`src/rtl/generador_onda_cuadrada_pkg.sv`:
```
// ---------------------------------------------------------------------------
// generador_onda_cuadrada_pkg
//   Defaults and state encoding shared by the square-wave generator files.
// ---------------------------------------------------------------------------
package generador_onda_cuadrada_pkg;

   localparam int CANT_BITS_DEF     = 12;  // period / high-time field width (us)
   localparam int CICLOS_POR_US_DEF = 50;  // 50 MHz board clock

   typedef enum logic {
      IDLE = 1'b0,
      RUN  = 1'b1
   } estado_t;

endpackage

```
`src/rtl/generador_onda_cuadrada_divisor_us.sv`:
```
// ---------------------------------------------------------------------------
// divisor_us
//   Prescaler that derives a 1 us tick from reloj_FPGA.
//   Ports:
//     reloj_FPGA  in   clock, rising edge
//     reset       in   synchronous, active-high
//     habilitar   in   1 = count; 0 = hold the counter at 0
//     tick_us     out  1 in the cycle the counter wraps (combinational)
// ---------------------------------------------------------------------------
module divisor_us
   import generador_onda_cuadrada_pkg::*;
#(
   parameter int CICLOS_POR_US = CICLOS_POR_US_DEF
) (
   input  logic reloj_FPGA,
   input  logic reset,
   input  logic habilitar,
   output logic tick_us
);

   // A 1-cycle microsecond still needs a 1-bit counter to stay legal.
   localparam int               ANCHO  = (CICLOS_POR_US > 1) ? $clog2(CICLOS_POR_US) : 1;
   localparam logic [ANCHO-1:0] ULTIMO = ANCHO'(CICLOS_POR_US - 1);
   localparam logic [ANCHO-1:0] UNO    = ANCHO'(1);

   logic [ANCHO-1:0] cnt;

   always_ff @(posedge reloj_FPGA) begin
      if (reset || !habilitar)
         cnt <= '0;
      else if (cnt == ULTIMO)
         cnt <= '0;
      else
         cnt <= cnt + UNO;
   end

   assign tick_us = habilitar && (cnt == ULTIMO);

endmodule

```
`src/rtl/generador_onda_cuadrada.sv`:
```
// ---------------------------------------------------------------------------
// generador_onda_cuadrada
//   Programmable square-wave generator. Period and high time are given in
//   microseconds; new settings are double-buffered and only take effect on a
//   period boundary (or immediately while idle / disabled).
//   Ports:
//     reloj_FPGA       in   clock, rising edge
//     reset            in   synchronous, active-high
//     habilitar        in   1 = generate, 0 = stop with output low
//     cargar           in   1-cycle strobe capturing periodo_us / alto_us
//     periodo_us       in   requested period (us), < 2 is invalid
//     alto_us          in   requested high time (us)
//     onda_cuadrada    out  generated wave (registered)
//     flanco_pos       out  pulse in the cycle onda_cuadrada rises
//     config_aplicada  out  pulse when a new config becomes active
//     pendiente        out  a captured config waits for the next boundary
// ---------------------------------------------------------------------------
module generador_onda_cuadrada
   import generador_onda_cuadrada_pkg::*;
#(
   parameter int CANT_BITS     = CANT_BITS_DEF,
   parameter int CICLOS_POR_US = CICLOS_POR_US_DEF
) (
   input  logic                 reloj_FPGA,
   input  logic                 reset,
   input  logic                 habilitar,
   input  logic                 cargar,
   input  logic [CANT_BITS-1:0] periodo_us,
   input  logic [CANT_BITS-1:0] alto_us,
   output logic                 onda_cuadrada,
   output logic                 flanco_pos,
   output logic                 config_aplicada,
   output logic                 pendiente
);

   localparam logic [CANT_BITS-1:0] UNO = CANT_BITS'(1);

   estado_t              estado;
   logic [CANT_BITS-1:0] per_act, alto_act, per_pend, alto_pend;
   logic [CANT_BITS-1:0] cnt_us;
   logic                 tick_us;

   logic                 fin_periodo, ventana, aplicar, valida_sig, alto_nxt;
   logic [CANT_BITS-1:0] per_sig, alto_sig, cnt_sig;

   divisor_us #(.CICLOS_POR_US(CICLOS_POR_US)) u_divisor_us (
      .reloj_FPGA (reloj_FPGA),
      .reset      (reset),
      .habilitar  ((estado == RUN) && habilitar),
      .tick_us    (tick_us)
   );

   always_comb begin
      fin_periodo = (estado == RUN) && tick_us && (cnt_us == per_act - UNO);
      // Points where a swap of the active config cannot glitch the output.
      ventana     = fin_periodo || (estado == IDLE) || !habilitar;
      aplicar     = ventana && (pendiente || cargar);
      per_sig     = per_act;
      alto_sig    = alto_act;
      if (aplicar) begin
         // A strobe landing on the boundary skips the pending regs.
         per_sig  = cargar ? periodo_us : per_pend;
         alto_sig = cargar ? alto_us    : alto_pend;
      end
      valida_sig  = (per_sig > UNO);
      cnt_sig     = cnt_us;
      if (tick_us)
         cnt_sig = fin_periodo ? '0 : cnt_us + UNO;
      // alto >= periodo naturally gives a constant-high wave here.
      alto_nxt    = (cnt_sig < alto_sig);
   end

   always_ff @(posedge reloj_FPGA) begin
      if (reset) begin
         estado          <= IDLE;
         per_act         <= '0;
         alto_act        <= '0;
         per_pend        <= '0;
         alto_pend       <= '0;
         cnt_us          <= '0;
         onda_cuadrada   <= 1'b0;
         flanco_pos      <= 1'b0;
         config_aplicada <= 1'b0;
         pendiente       <= 1'b0;
      end else begin
         per_act         <= per_sig;
         alto_act        <= alto_sig;
         config_aplicada <= aplicar;

         if (cargar && !ventana) begin
            per_pend  <= periodo_us;
            alto_pend <= alto_us;
            pendiente <= 1'b1;
         end else if (aplicar) begin
            pendiente <= 1'b0;
         end

         flanco_pos <= 1'b0;
         case (estado)
            IDLE: begin
               cnt_us        <= '0;
               onda_cuadrada <= 1'b0;
               if (habilitar && valida_sig) begin
                  estado        <= RUN;
                  onda_cuadrada <= (alto_sig != '0);
                  flanco_pos    <= (alto_sig != '0);
               end
            end
            RUN: begin
               if (!habilitar || !valida_sig) begin
                  estado        <= IDLE;
                  cnt_us        <= '0;
                  onda_cuadrada <= 1'b0;
               end else begin
                  cnt_us        <= cnt_sig;
                  onda_cuadrada <= alto_nxt;
                  flanco_pos    <= alto_nxt && !onda_cuadrada;
               end
            end
            default: estado <= IDLE;
         endcase
      end
   end

endmodule

```
`config.mk`:
```
export PLATFORM = sky130hd
export DESIGN_NAME = generador_onda_cuadrada
export DESIGN_NICKNAME = d
export VERILOG_FILES = /design/src/rtl/generador_onda_cuadrada_pkg.sv /design/src/rtl/generador_onda_cuadrada_divisor_us.sv /design/src/rtl/generador_onda_cuadrada.sv
export SDC_FILE = /design/constraint.sdc
export NUM_CORES = 1
export LEC_CHECK = 0
export ABC_AREA = 1
export ABC_CLOCK_PERIOD_IN_PS = 3500
export CORE_UTILIZATION = 35
export CTS_CLUSTER_SIZE = 25
export DETAILED_ROUTE_END_ITERATION = 12
export GPL_TIMING_DRIVEN = 0
export PLACE_DENSITY = 0.52
export SLEW_MARGIN = 10
export SYNTH_ARGS = -nofsm -noshare
export SYNTH_HDL_FRONTEND = slang
export SYNTH_SLANG_ARGS = --single-unit
```
`constraint.sdc`:
```
create_clock -name reloj_FPGA -period 3.5 [get_ports reloj_FPGA]
set_clock_uncertainty 0.05 [all_clocks]
set_input_delay 1.05 -clock reloj_FPGA [delete_from_list [all_inputs] [get_ports reloj_FPGA]]
set_output_delay 1.05 -clock reloj_FPGA [all_outputs]
set_load 0.005 [all_outputs]
```
### Word level (Yosys, flattened, before mapping)

Cells that the tools add are included.

| storage, ports and cells | value |
|---|---|
| word-level logic and storage cells | 58 |
| output and inout bits | 4 |
| register bits after elaboration | 71 |
| bits of input ports | 28 |

| cells by class | value |
|---|---|
| equality and inequality tests | 2 |
| multiplexer cells | 18 |
| add/subtract/negate cells | 3 |
| bitwise operators | 1 |
| $lt $le $gt $ge | 2 |
| reductions and logical operators | 21 |

Operators by type and width:

| kind | number |
|---|---|
| $mux 12 | 7 |
| $pmux 12 s2 | 1 |
| $add 12x1->12 const B | 1 |
| $eq 12x12->1 | 1 |
| $gt 12x1->1 const B | 1 |
| $lt 12x12->1 | 1 |
| $reduce_bool 12->1 | 1 |
| $sub 12x1->12 const B | 1 |
| $logic_and 1x1->1 | 8 |
| $mux 1 | 7 |
| $add 6x1->6 const B | 1 |
| $eq 6x6->1 const B | 1 |
| $pmux 1 s2 | 3 |
| $logic_not 1->1 | 5 |
| $logic_or 1x1->1 | 5 |
| $reduce_bool 2->1 | 1 |
| $reduce_or 2->1 | 1 |
| $not 1->1 | 1 |

### Longest topological paths before layout

| depth | value |
|---|---|
| depth after elaboration | 13 |
| depth in mapped cells | 26 |
| depth with buffers taken out | 25 |

### Cells and area by module

Synthesis repeated with hierarchy kept, for this count alone.

| unflattened totals | value |
|---|---|
| cell total of the unflattened synthesis | 620 |
| area, all modules | 4,131.5 um^2 |

By module, submodules not included:

| module | area an instance (um^2) | sequential area each (um^2) | cells an instance | instances |
|---|---|---|---|---|
| generador_onda_cuadrada | 3,852.4 | 1,301.2 | 585 | 1 |
| divisor_us | 279.0 | 120.1 | 35 | 1 |

### Worst setup path after synthesis

Ideal clock, no wire load.

| timing path | value |
|---|---|
| path kind | input to register |
| start | input habilitar |
| end | register flanco_pos |
| slack | 0.174 ns |
| arrival time | 3.212 ns |
| library setup time | 0.064 ns |
| data required time | 3.386 ns |
| stages | 21 |
| buffers on the path | 1 |
| path through | nand2_1 nor2_2 nand2_1 nor2_1 nand2_1 nor2_2 nand3_2 nand2_4 nand2_4 buf_2 o21ai_1 ha_1 a21oi_1 nor2_1 a211oi_1 o221ai_1 nor2_1 nand2_1 nand2_1 nand2_1 nor2_1 |

| on the way | value |
|---|---|
| word-level cells in the longest chain between the ends | 13 |
| elaborated cells between the ends (all ways) | 22 |
| classes of those cells | 2 x order compare; 7 x mux; 13 x reduce/logical |

Ends and longest elaborated chain:

| element | RTL line | text |
|---|---|---|
| start: declaration | generador_onda_cuadrada.sv:26 | `input logic habilitar,` |
| $logic_and 1x1->1 | generador_onda_cuadrada.sv:49 | `.habilitar ((estado == RUN) && habilitar),` |
| $logic_and 1x1->1 | generador_onda_cuadrada_divisor_us.sv:37 | `assign tick_us = habilitar && (cnt == ULTIMO);` |
| $logic_and 1x1->1 (2 in series) | generador_onda_cuadrada.sv:54 | `fin_periodo = (estado == RUN) && tick_us && (cnt_us == per_act - UNO);` |
| $logic_or 1x1->1 (2 in series) | generador_onda_cuadrada.sv:56 | `ventana = fin_periodo \|\| (estado == IDLE) \|\| !habilitar;` |
| $logic_and 1x1->1 | generador_onda_cuadrada.sv:57 | `aplicar = ventana && (pendiente \|\| cargar);` |
| $mux 12 | generador_onda_cuadrada.sv:60 | `if (aplicar) begin` |
| $gt 12x1->1 | generador_onda_cuadrada.sv:65 | `valida_sig = (per_sig > UNO);` |
| $logic_not 1->1 | generador_onda_cuadrada.sv:110 | `if (!habilitar \|\| !valida_sig) begin` |
| $logic_or 1x1->1 | generador_onda_cuadrada.sv:110 |  |
| $mux 1 | generador_onda_cuadrada.sv:110 |  |
| $pmux 1 s2 * | generador_onda_cuadrada.sv:99 | `case (estado)` |
| end signal: assignment | generador_onda_cuadrada.sv:106 | `flanco_pos <= (alto_sig != '0);` |
| end signal: assignment | generador_onda_cuadrada.sv:117 | `flanco_pos <= alto_nxt && !onda_cuadrada;` |
| end: declaration | generador_onda_cuadrada.sv:31 | `output logic flanco_pos,` |

Every way passes the cells marked *; elsewhere a longest branch is shown, timed or not.
A chain may end at the register's enable or synchronous reset.

### Worst setup path in the final report

Same ends and word-level chain as after synthesis.

==> flow_metrics.env <==
export IMPL_drv_cap=0
export IMPL_setup_viol=0
export IMPL_fin_util=0.459
export IMPL_critical_path_endpoint_type="flop"
export IMPL_power_share_sequential=0.403
export IMPL_cts_num_sinks=71
export IMPL_via_count=3722
export IMPL_detailed_place_hpwl_mm=7.94
export IMPL_core_area_um2=11000
export IMPL_synthCells=593
export IMPL_use_met1=0.250
export IMPL_power_density_nw_per_um2=426
export IMPL_drt_antenna_violating_nets=0
export IMPL_worst_ep_required_time_ns=3.73
export IMPL_regToRegStartpoint="u_divisor_us.cnt[1]"
export IMPL_drt_iter0_markers=144
export IMPL_seq_area_frac_synth=0.355
export IMPL_inserted_diodes=0
export IMPL_clkLatencyLatePin_ns=0.34
export IMPL_cts_hold_buf=0
export IMPL_met3_usage=0.0412
export IMPL_standard_cell_area_after_detailed_placement_um2=4480
export IMPL_clock_tree_buffer_depth=2
export IMPL_worst_slew_pin_tran_ns=0.540
export IMPL_r2r_setup_slack_ns=0.25
export IMPL_vias_per_cell=4.74
export IMPL_area_growth_syn_to_layout_pct=26.1
export IMPL_outcome="finished, final reports clean"
export IMPL_slew_limit_headroom=0.640
export IMPL_grt_busiest_layer="met2"
export IMPL_netSwitchingPower_mw=0.587
export IMPL_critical_path_max_fanout=6
export IMPL_fin_cells=786
export IMPL_syn_num_nets=636
export IMPL_die_area_um2=11900
export IMPL_design_portCount=32
export IMPL_first_global_vias=3424
export IMPL_cts_root_buffer_cell="sky130_fd_sc_hd__clkbuf_16"
export IMPL_mappedNetlistArea_um2=4000
export IMPL_ff2ff_path_depth=25
export IMPL_detail_route_first_pass_iterations=4
export IMPL_worst_hold_slack_ns=0.408
export IMPL_min_period_over_period=0.954
export IMPL_buffer_ports_inserted=31
export IMPL_antenna_found_initial=0
export IMPL_grt_first_pass_wirelength_mm=16.9
export IMPL_met2_usage=0.302
export IMPL_post_route_min_period_ns=3.34
export IMPL_synth_ff_latch_count=71
export IMPL_fmax_ghz=0.300
export IMPL_cts_tree="built"
export IMPL_die_height_um=109
export IMPL_power_internal_mw=1.56
export IMPL_setup_worst_path_start_class="input pin"
export IMPL_postLayoutCellArea_um2=5040
export IMPL_crit_path_start="habilitar"
export IMPL_syn_area_per_cell_um2=6.74
export IMPL_core_rows=38
export IMPL_timing_hold_worst_class="reg -> reg"
export IMPL_yosys_warning_count=0
export IMPL_maximum_vdd_drop_v=0.000200
export IMPL_post_place_ws_ns=-0.920
export IMPL_setup_slack_ns=0.162
export IMPL_gpl_final_weighted_congestion=0.836
export IMPL_clock_pin_slew_worst_setup_and_hold_paths_ns=0.06
export IMPL_endpoint="flanco_pos"
export IMPL_cp_arrival_ns=3.57
export IMPL_mostFrequentLayoutCell="sky130_fd_sc_hd__nand2_1"
export IMPL_floorplan_initialDensity=0.364
export IMPL_post_route_cells_drive_above_1_share=0.135
export IMPL_gr_usage_all_layers=0.187
export IMPL_layout_nets=684
export IMPL_layout_common_cells="sky130_fd_sc_hd__nand2_1, sky130_fd_sc_hd__nor2_1, sky130_fd_sc_hd__inv_1"
export IMPL_final_hold_violation_count=0
export IMPL_timing_worst_setup_path_type="in -> reg"
export IMPL_n_fill_cell=1163
export IMPL_finalSetupTns_ns=0
export IMPL_cts_htree_levels=3
export IMPL_distinct_cell_type_count_after_synthesis=36
export IMPL_clockPowerShare=0.421
export IMPL_cellLeakagePower_nw=2.22
export IMPL_drt_drc_violations_left=0
export IMPL_power_switching_share=0.274
export IMPL_route_detailed_wl_per_inst_um=13.1
export IMPL_endpoint_of_the_lowest_slack_register_to_register_path="flanco_pos"
export IMPL_totalWireLength_mm=10.3
export IMPL_chipWidth_um=109
export IMPL_power_share_combinational=0.177
export IMPL_design_power_total_mw=2.15
export IMPL_dp_cells=764
export IMPL_grt_overflow_total=0
export IMPL_rsz_0062_raised_after_global_routing="true"
export IMPL_grt_max_degree=12
export IMPL_tritoncts_num_buffers=9
export IMPL_slew_violations=0
==> power by group through the flow <==
stage	Clock (mW)	Combinational (mW)	Sequential, mW
6_report	0.903	0.379	0.865
3_5_place_dp	0	0.336	0.881
4_1_cts	0.922	0.345	0.864
2_1_floorplan	0	0.233	0.876
5_1_grt	0.960	0.428	0.869
3_3_place_gp	0	0.333	0.880
==> cell usage after synthesis <==
library cell / n / area (µm²)
sky130_fd_sc_hd__nor3b_1: 1 / 7.51
sky130_fd_sc_hd__inv_2: 2 / 7.51
sky130_fd_sc_hd__xor2_1: 10 / 87.6
sky130_fd_sc_hd__a22oi_1: 1 / 7.51
sky130_fd_sc_hd__or2_1: 1 / 6.26
sky130_fd_sc_hd__and2_1: 1 / 6.26
sky130_fd_sc_hd__nor2_1: 85 / 319
sky130_fd_sc_hd__xnor2_1: 10 / 87.6
sky130_fd_sc_hd__buf_6: 2 / 22.5
sky130_fd_sc_hd__o21a_1: 2 / 15.0
sky130_fd_sc_hd__clkinv_1: 1 / 3.75
sky130_fd_sc_hd__nor2_2: 15 / 93.8
sky130_fd_sc_hd__nand2_2: 2 / 12.5
sky130_fd_sc_hd__nor2_4: 2 / 22.5
sky130_fd_sc_hd__o21ai_1: 13 / 65.1
sky130_fd_sc_hd__buf_4: 1 / 7.51
sky130_fd_sc_hd__nand3b_1: 3 / 22.5
sky130_fd_sc_hd__nand2_1: 142 / 533
sky130_fd_sc_hd__buf_2: 5 / 25.0
sky130_fd_sc_hd__nand4_1: 7 / 43.8
sky130_fd_sc_hd__a21oi_1: 6 / 30.0
sky130_fd_sc_hd__nand2_4: 2 / 22.5
sky130_fd_sc_hd__a31oi_1: 1 / 6.26
sky130_fd_sc_hd__nand3_1: 31 / 155
sky130_fd_sc_hd__o21ai_0: 25 / 125
sky130_fd_sc_hd__ha_1: 15 / 188
sky130_fd_sc_hd__clkbuf_1: 14 / 52.6
sky130_fd_sc_hd__a211oi_1: 26 / 195
sky130_fd_sc_hd__inv_1: 81 / 304
sky130_fd_sc_hd__a21boi_0: 1 / 7.51
sky130_fd_sc_hd__nor4_1: 2 / 12.5
sky130_fd_sc_hd__nand3_2: 3 / 30.0
sky130_fd_sc_hd__o221ai_1: 1 / 8.76
sky130_fd_sc_hd__nor3_1: 5 / 25.0
sky130_fd_sc_hd__dfxtp_1: 71 / 1420
sky130_fd_sc_hd__or2_2: 3 / 18.8
==> sequential cells by signal (all words and copies together), names as in the netlist <==
signal,cells
per_act,12
estado,1
alto_pend,12
onda_cuadrada,1
per_pend,12
alto_act,12
pendiente,1
u_divisor_us.cnt,6
cnt_us,12
config_aplicada,1
flanco_pos,1
==> kinds of logic (layout without fill, tap and decap cells) <==
family / Yosys count / count (layout) / synth area share
flops: 71 / 71 / 0.355
fa+ha+maj: 15 / 15 / 0.0469
compound gates: 76 / 76 / 0.115
buf+inv: 106 / 159 / 0.106
simple gates: 305 / 305 / 0.333
xor+xnor: 20 / 20 / 0.0438
==> what timing repair did <==
item / 4_1_cts / 5_1_grt
resized for setup: 14 / 38
pin swaps: 2 / 17
setup buffers: 2 / 4
setup endpoints to repair: 12 / 2
gates cloned: 0 / 1
==> metal layers <==
| layer | up-vias | wire length, µm |
|---|---|---|
| met4 | 0 | 144 |
| li1 | 1984 | - |
| met1 | 1668 | 5100 |
| met3 | 11 | 312 |
| met2 | 59 | 4780 |
| met5 | - | 0 |
==> critical path: stages <==
cell	delay, ns
sky130_fd_sc_hd__buf_8	0.09
sky130_fd_sc_hd__nand2_4	0.05
sky130_fd_sc_hd__nor2_4	0.14
sky130_fd_sc_hd__nand2_1	0.06
sky130_fd_sc_hd__nor2_1	0.10
sky130_fd_sc_hd__nand2_1	0.07
sky130_fd_sc_hd__nor2_2	0.11
sky130_fd_sc_hd__nand3_2	0.12
sky130_fd_sc_hd__nand2_4	0.13
sky130_fd_sc_hd__nand2_8	0.08
sky130_fd_sc_hd__buf_12	0.15
sky130_fd_sc_hd__o21ai_4	0.21
sky130_fd_sc_hd__ha_4	0.24
sky130_fd_sc_hd__a21oi_2	0.14
sky130_fd_sc_hd__nor2_1	0.07
sky130_fd_sc_hd__a211oi_2	0.20
sky130_fd_sc_hd__o221ai_1	0.15
sky130_fd_sc_hd__nor2_1	0.12
sky130_fd_sc_hd__nand2_1	0.06
sky130_fd_sc_hd__nand2_1	0.06
sky130_fd_sc_hd__nand2_2	0.06
sky130_fd_sc_hd__nor2_2	0.09
==> cell type report <==
| cell class | count | area [µm²] | share of cell area |
|---|---|---|---|
| multi-input cells | 416 | 2310 | 0.458 |
| flip-flops and latches | 71 | 1430 | 0.283 |
| repair buffers | 38 | 388 | 0.0769 |
| inverters | 84 | 319 | 0.0633 |
| clock buffers | 14 | 284 | 0.0563 |
| well taps | 140 | 175 | 0.0347 |
| plain buffers | 21 | 131 | 0.0261 |
| clock inverters | 2 | 12.5 | 0.00248 |
==> worst min-delay path by stage <==
| stage | startpoint | to | slack [ns] | depth (start not counted) |
|---|---|---|---|---|
| global route | alto_pend[2] | alto_pend[2] | 0.43 | 2 |
| finish | alto_pend[2] | alto_pend[2] | 0.41 | 2 |
| global placement | alto_pend[1] | alto_pend[1] | 0.39 | 2 |
| detailed placement | alto_pend[2] | alto_pend[2] | 0.40 | 2 |
| CTS | alto_pend[2] | alto_pend[2] | 0.41 | 2 |
| floorplan | alto_pend[0] | alto_pend[0] | 0.38 | 2 |
Note: power is estimated with default switching activity, not from simulation.
